## config.mk

```make
export PLATFORM = sky130hd
export DESIGN_NAME = mgmt_gpio_flash_sequencer
export DESIGN_NICKNAME = d
export VERILOG_FILES = /design/src/rtl/mgmt_gpio_flash_sequencer.sv
export SDC_FILE = /design/constraint.sdc
export NUM_CORES = 1
export LEC_CHECK = 0
export CAP_MARGIN = 0
export CORE_ASPECT_RATIO = 1.2
export CORE_MARGIN = 2
export CORE_UTILIZATION = 45
export DETAILED_ROUTE_END_ITERATION = 6
export GPL_TIMING_DRIVEN = 0
export SETUP_SLACK_MARGIN = 0.15
export SLEW_MARGIN = 20
export SYNTH_ARGS = -nofsm -noshare
export SYNTH_HDL_FRONTEND = slang
export SYNTH_SLANG_ARGS = --single-unit
```

## constraint.sdc

```tcl
create_clock -name clock -period 2.7 [get_ports clock]
set_input_delay 0.54 -clock clock [delete_from_list [all_inputs] [get_ports clock]]
set_output_delay 0.54 -clock clock [all_outputs]
set_load 0.02 [all_outputs]
```

## src/rtl/mgmt_gpio_flash_sequencer.sv

```systemverilog
// rtl/mgmt_gpio_flash_sequencer.sv - boot sequencer: SPI flash header read, then gpio blink with status byte.
// Optional MGMT_CHECK_ECHO_EN: checkbits_hi echoes checkbits_lo + 1 instead of the blink count.
module mgmt_gpio_flash_sequencer #(
  parameter int          CLK_DIV    = 2,
  parameter logic [23:0] FLASH_ADDR = 24'h000000,
  parameter int          DELAY_W    = 16
) (
  input  logic       clock,
  input  logic       reset,
  output logic       flash_csb,
  output logic       flash_clk,
  output logic       flash_io0,
  input  logic       flash_io1,
  output logic       gpio,
  input  logic [7:0] checkbits_lo,
  output logic [7:0] checkbits_hi,
  output logic       done
);

  localparam int          DIV_W    = (CLK_DIV > 1) ? $clog2(CLK_DIV) : 1;
  localparam logic [31:0] CMD_WORD = {8'h03, FLASH_ADDR};

  typedef enum logic [2:0] {
    S_IDLE, S_CMD, S_READ, S_BLINK_HI, S_BLINK_LO, S_DONE
  } state_t;

  state_t             r_state, w_state;
  logic               r_csb, w_csb;
  logic               r_sck, w_sck;
  logic               r_io0, w_io0;
  logic               r_gpio, w_gpio;
  logic               r_done, w_done;
  logic               r_tail, w_tail;
  logic [DIV_W-1:0]   r_div, w_div;
  logic [4:0]         r_bit, w_bit;
  logic [31:0]        r_shift, w_shift;
  logic [7:0]         r_n, w_n;
  logic [7:0]         r_blinks, w_blinks;
  logic [DELAY_W-1:0] r_delay, w_delay;
  logic [DELAY_W-1:0] r_dcnt, w_dcnt;
  logic [DELAY_W-1:0] w_hdr_d;
  logic               w_div_end;

  assign w_hdr_d   = DELAY_W'(r_shift[23:8]);
  assign w_div_end = (r_div == DIV_W'(CLK_DIV - 1));

  always_ff @(posedge clock) begin
    if (reset) begin
      r_state  <= S_IDLE;
      r_csb    <= 1'b1;
      r_sck    <= 1'b0;
      r_io0    <= 1'b0;
      r_gpio   <= 1'b0;
      r_done   <= 1'b0;
      r_tail   <= 1'b0;
      r_div    <= '0;
      r_bit    <= '0;
      r_shift  <= '0;
      r_n      <= '0;
      r_blinks <= '0;
      r_delay  <= DELAY_W'(1);
      r_dcnt   <= '0;
    end else begin
      r_state  <= w_state;
      r_csb    <= w_csb;
      r_sck    <= w_sck;
      r_io0    <= w_io0;
      r_gpio   <= w_gpio;
      r_done   <= w_done;
      r_tail   <= w_tail;
      r_div    <= w_div;
      r_bit    <= w_bit;
      r_shift  <= w_shift;
      r_n      <= w_n;
      r_blinks <= w_blinks;
      r_delay  <= w_delay;
      r_dcnt   <= w_dcnt;
    end
  end

  always_comb begin
    w_state  = r_state;
    w_csb    = r_csb;
    w_sck    = r_sck;
    w_io0    = r_io0;
    w_gpio   = r_gpio;
    w_done   = r_done;
    w_tail   = r_tail;
    w_div    = r_div;
    w_bit    = r_bit;
    w_shift  = r_shift;
    w_n      = r_n;
    w_blinks = r_blinks;
    w_delay  = r_delay;
    w_dcnt   = r_dcnt;
    case (r_state)
      S_IDLE: begin
        w_state = S_CMD;
        w_csb   = 1'b0;
        w_sck   = 1'b0;
        w_io0   = CMD_WORD[31];
        w_shift = CMD_WORD << 1;
        w_div   = '0;
        w_bit   = '0;
        w_tail  = 1'b0;
      end
      S_CMD, S_READ: begin
        if (r_tail) begin
          // csb hold after the last falling edge, then decode the header
          if (w_div_end) begin
            w_csb    = 1'b1;
            w_n      = r_shift[31:24];
            w_delay  = (w_hdr_d == '0) ? DELAY_W'(1) : w_hdr_d;
            w_blinks = '0;
            w_dcnt   = '0;
            if (r_shift[31:24] == 8'd0) begin
              w_state = S_DONE;
              w_done  = 1'b1;
            end else begin
              w_state = S_BLINK_HI;
              w_gpio  = 1'b1;
            end
          end else begin
            w_div = r_div + 1'b1;
          end
        end else if (w_div_end) begin
          w_div = '0;
          w_sck = ~r_sck;
          if (!r_sck) begin
            if (r_state == S_READ) w_shift = {r_shift[30:0], flash_io1};
          end else begin
            w_bit = r_bit + 5'd1;
            if (r_state == S_CMD) begin
              w_io0   = r_shift[31];
              w_shift = r_shift << 1;
              if (r_bit == 5'd31) w_state = S_READ;
            end else if (r_bit == 5'd31) begin
              w_tail = 1'b1;
            end
          end
        end else begin
          w_div = r_div + 1'b1;
        end
      end
      S_BLINK_HI: begin
        if (r_dcnt == r_delay - DELAY_W'(1)) begin
          w_gpio   = 1'b0;
          w_dcnt   = '0;
          w_state  = S_BLINK_LO;
          w_blinks = (r_blinks == 8'hFF) ? 8'hFF : r_blinks + 8'd1;
        end else begin
          w_dcnt = r_dcnt + DELAY_W'(1);
        end
      end
      S_BLINK_LO: begin
        if (r_dcnt == r_delay - DELAY_W'(1)) begin
          w_dcnt = '0;
          if (r_blinks < r_n) begin
            w_state = S_BLINK_HI;
            w_gpio  = 1'b1;
          end else begin
            w_state = S_DONE;
            w_done  = 1'b1;
          end
        end else begin
          w_dcnt = r_dcnt + DELAY_W'(1);
        end
      end
      S_DONE: begin
        w_gpio = 1'b0;
        w_csb  = 1'b1;
        w_done = 1'b1;
      end
      default: w_state = S_IDLE;
    endcase
  end

  assign flash_csb = r_csb;
  assign flash_clk = r_sck;
  assign flash_io0 = r_io0;
  assign gpio      = r_gpio;
  assign done      = r_done;

`ifdef MGMT_CHECK_ECHO_EN
  logic [7:0] r_echo;
  always_ff @(posedge clock) begin
    if (reset) r_echo <= '0;
    else       r_echo <= checkbits_lo + 8'd1;
  end
  assign checkbits_hi = r_echo;
`else
  logic w_unused_lo;
  assign w_unused_lo  = ^checkbits_lo;
  assign checkbits_hi = r_blinks;
`endif

endmodule

```

# == After elaboration in Yosys (flattened, before gate mapping) ==
# Cells that the tools add are included.
# op_classes
mux,65
bitwise,2
n_shift,0
n_lt_le_gt_ge,1
n_eq_ne,24
multipliers,0
add_sub_neg,5
reduce_logical,22
div,0
# ops
op,count
32-bit 2-to-1 mux,5
16-bit 2-to-1 mux,4
32-bit case mux with 2 select lines,1
8-bit 2-to-1 mux,4
16-bit case mux with 2 select lines,1
3-bit 2-to-1 mux,10
1-bit 2-to-1 mux,27
"2-bit != test, second input constant",11
"16-bit by 1-bit adder with 16-bit output, second input constant",1
16-bit equality test,1
16-bit logical NOT,1
8-bit case mux with 2 select lines,1
"16-bit by 1-bit subtractor with 16-bit output, second input constant",1
5-bit 2-to-1 mux,3
"3-bit != test, second input constant",5
3-bit case mux with 5 select lines,1
7-bit AND reduction,2
3-bit AND reduction,4
5-bit case mux with 2 select lines,1
5-bit AND reduction,2
"8-bit by 1-bit adder with 8-bit output, second input constant",1
"8-bit equality test, second input constant",1
8-bit logical NOT,1
8-bit less-than comparator,1
17 further kinds,29
# word_totals
ff_bits,95
latchBits,0
mem_count,0
ram_bits,0
mem_bits_ro,0
word_cells,133
input_bits,11

# == Logic depth before layout (Yosys ltp) ==
# depth
depth_word,7
mapped_depth,11
mapped_depth_nobuf,10

# == Worst setup path after synthesis ==
# Ideal clock, no wire load.
# synth_path
path_kind,register to register
start,register r_delay[3]
end,register r_dcnt[10]
path_buffers,2
path_stages_with_launch,11
setup_slack_ps,-182
required_time_ps,2626
arrival_time_ps,2808
path_cell_list,dfxtp_1 -> buf_6 -> or4_4 -> nor4_4 -> mux2_1 -> nor3_1 -> a2111oi_4 -> a31o_2 -> o21bai_4 -> buf_6 -> nor3_2
# synth_between
elab_chain_len,4
# synth_rtl
element,line_no,source
start: declaration,39,"logic [DELAY_W-1:0] r_delay, w_delay;"
start signal: assignment,76,r_delay <= w_delay;
16-bit by 1-bit subtractor with 16-bit output,"146, 156",
16-bit equality test,"146, 156",
16-bit 2-to-1 mux,"146, 156",
16-bit case mux with 2 select lines,96,case (r_state)
end signal: assignment,77,r_dcnt <= w_dcnt;
end: declaration,40,"logic [DELAY_W-1:0] r_dcnt, w_dcnt;"
# Every way passes these cells.
# A chain may end at the register's enable or synchronous reset.

# == Worst setup path in the final report ==
# layout_path
start,register r_delay[5]
end,register r_dcnt[8]
# Same word-level chain as after synthesis.

==> impl.org <==
** Placement
- Final Wtd Congestion :: 0.872
- Timing analysis after detailed placement gives a worst setup slack of -343 ps.
- Standard cell area after detailed placement :: 5310 µm²
- Cell Count Post-Placement :: 753
- Number of buffer cells added on primary ports :: 15
- Half-perimeter wire length after detailed placement :: 9160 µm

** Setup path
- Critical Path AT :: 3130 ps
- The critical path is of the reg2reg type.
- Max incr delay on CP :: 560 ps
- The number of buffers and inverters on the critical path is 3.
- Critical path startpoint category :: register
- In this run the worst path has a maximum fanout of 10.
- The largest individual stage delay along the critical path comes from the cell sky130_fd_sc_hd__or4_4.
- STA classifies the critical path endpoint as a register.
- Cell family with the largest share of critical-path delay :: simple AND/OR/NAND/NOR gates
- STA puts the critical path data required time at 2910 ps.
- The critical path goes through or4_4, nor4_4, buf_4, and4b_1, nor3_4, a2111oi_4, buf_6, a31o_4, o21bai_4, buf_8, nor3_2.

** Floorplanning
- From bottom edge to top edge, the die measures 119 µm.
- Top-Level Pins :: 24
- The die covers 11800 µm².
- The floorplan has 41 rows.
- The core region is 10600 µm².
- For this configuration, the core starts out at a cell density of 0.465.
- Width of the die :: 99.7 µm

** Timing
- Headroom to the max-slew limit came out at 0.465.
- Unrepaired setup endpoints after global routing :: true
- The number of pins exceeding their max-slew limit in the final report is 0.
- Counting I/O delays and the setup requirement, the final critical path takes 2920 ps.
- Final Worst Setup Slack :: -222 ps
- Post-route clock period utilization :: 1.08
- Max Clock Skew :: 6.87 ps
- Actual transition at the worst max-transition pin :: 802 ps
- The count of final hold-check violations was 0.
- Setup violations remaining at the end of the flow were counted as 27.
- Fmax achieved :: 342 MHz

** Routing
- The routed design has 12800 µm of wire.
- Initial DRC Count :: 212
- The detail route stage leaves a number of antenna-violating nets equal to 0.
- Average vias per placed instance :: 5.79
- After detailed routing, the number of remaining DRC violations is 0.
- Routed WL per cell :: 16.2 µm
- Detailed routing inserted a total of 4565 vias.
- Before antenna repair, the detailed router went through 6 iterations.

** Synth
- Count of warnings emitted by yosys :: 0
- Counting every net in the synthesized netlist gives 632.
- Syn_area_per_cell :: 8.11 µm²
- Number of instances in the synthesized netlist :: 609
- Commonest register cell after synthesis :: sky130_fd_sc_hd__dfxtp_1
- For this run, the register share of the synthesized area comes to 0.385.
- Number of enable-type register cells in the synthesized netlist :: 0
- Count of different cell masters after synthesis :: 64
- Area of the mapped netlist :: 4940 µm²
- Post-synth ARST share :: 0
- #FFs+latches synth :: 95

** Power
- Overall power consumption after layout is estimated at 4630 µW.
- PwrDens :: 775 nW/µm²
- Worst-case vdd ir drop :: 0.593 mV
- Reported leakage power :: 0.00203 µW

** Clock network
- In this run, post-CTS hold repair placed 0 buffers.
- Number of buffers created by CTS :: 9
- In this run the deepest clock path goes through 2 buffers.
- The later pin in the worst-skew pair is clocked with a latency of 350 ps.
- Clock-pin slew on the worst setup and hold paths :: 70 ps
- TritonCTS built the clock tree.
- Clock sink total :: 95
- H-Tree Depth :: 3
- The tree is rooted in a sky130_fd_sc_hd__clkbuf_16.

** Global route
- The initial antenna violation count was 0.
- Global-route wire length before repair :: 20800 µm
- Overall routing resource usage :: 0.217
- Final global-route overflow total :: 0
- Vias in the first global route :: 4287
- Entering global routing, the biggest net connects 19 pins.

** Final layout
- Fill count :: 969
- The repair_antennas step left the layout with diodes totalling 0.
- Final cell utilization of the core :: 0.562
- At the end of the flow, the number of nets in the layout was 678.
- Relative to the synthesized area, the layout overhead comes to 20.8%.
- Leaving out fill and tap cells, the most frequent cells in the layout are sky130_fd_sc_hd__dfxtp_1, sky130_fd_sc_hd__nand2_1, sky130_fd_sc_hd__a21oi_1, sky130_fd_sc_hd__nand3_1, sky130_fd_sc_hd__nor2_1.
- Non-filler instance count after layout :: 789
- Final instance area :: 5970 µm²
- Leaving out fill and tap cells, the most frequent cell in the layout is sky130_fd_sc_hd__dfxtp_1.
- Share of post-route cells with drive strength above 1 :: 0.152

** Outcome
- Status :: complete, but fails checks
- The checks that failed: setup timing.

** Run
- The tool flagged a number of max-cap violations equal to 0.

** Hold path
- The worst hold path belongs to the class reg2reg.
-- area by class of cell --
class,instances,area (µm²),area share
clock inverters,7,90.1,0.0151
clock buffers,9,225,0.0377
repair buffers,35,332,0.0556
well taps,129,161,0.0270
inverters,20,75.1,0.0126
plain buffers,38,174,0.0291
multi-input cells,456,3000,0.503
flip-flops and latches,95,1910,0.320
-- cells in the mapped netlist (all sizes together) (9+ instances only) --
| cell type | instances | area, µm² |
|---|---|---|
| and3 | 9 | 56.3 |
| nand4 | 10 | 62.6 |
| xnor2 | 12 | 105 |
| ha | 12 | 150 |
| a211oi | 11 | 87.6 |
| nand2 | 78 | 295 |
| clkbuf | 33 | 124 |
| inv | 19 | 71.3 |
| o21ai | 13 | 65.1 |
| nand2b | 10 | 62.6 |
| nor3 | 31 | 205 |
| xor2 | 21 | 184 |
| nand3 | 46 | 230 |
| dfxtp | 95 | 1900 |
| a21oi | 65 | 325 |
| a22oi | 12 | 90.1 |
| nor2 | 45 | 169 |
-- registers in the layout, summed over array words and instances, names as in the netlist, 3 cells and up --
signal / flops
r_shift: 32
r_dcnt: 16
r_delay: 16
checkbits_hi: 8
r_n: 8
r_bit: 5
r_state: 3
-- where the power goes --
| group | switching [µW] | total (µW) | internal, µW |
|---|---|---|---|
| Combinational | 1150 | 1730 | 581 |
| Clock | 607 | 1340 | 738 |
| Sequential | 70.5 | 1560 | 1490 |
| Total | 1820 | 4630 | 2800 |
-- tightest hold or removal path: cells and delay by family, from the launching register on --
| kind | cells | cell delay (ps) |
|---|---|---|
| compound gates | 1 | 50 |
| flops | 1 | 310 |
| simple gates | 1 | 50 |
-- logic make-up after synthesis --
kind of cell             synth area share
adder cells (fa/ha/maj)            0.0324
multiplexers                       0.0124
flip-flops                          0.385
AND/OR/NAND/NOR                     0.275
buffers and inverters              0.0486
XOR/XNOR                           0.0631
AO/OA/AOI/OAI                       0.184
-- path summary, 6_finish.rpt --
check / slack, ps / from / to / cells past startpoint
setup / recovery: -220 / r_delay[5] / r_dcnt[8] / 11
setup reg to reg: -220 / r_delay[5] / r_dcnt[8] / 11
hold reg to reg: 460 / r_shift[3] / r_shift[3] / 2
hold / removal: 460 / r_shift[3] / r_shift[3] / 2
-- what timing repair did --
action | 4_1_cts | 5_1_grt
pin swaps | 15 | 6
cloned | 1 | 0
gates resized for setup | 18 | 22
endpoints found under the setup margin | 29 | 39
setup buffers | 13 | 6
-- layer usage --
metal,GRT usage,wire [µm],vias up
met1,0.258,5400,2189
li1,-,-,2263
met2,0.391,6830,93
met5,0,0,-
met3,0.0272,311,20
met4,0.0848,275,0
-- stage by stage --
stage | hold WS (ps) | setup TNS (ps)
6_report | 456 | -4710
4_1_cts | 456 | -4640
5_1_grt | 465 | -7280
2_1_floorplan | 432 | 0
3_3_place_gp | 439 | -5360
3_5_place_dp | 447 | -6540
Power figures use the tool's default switching activity.
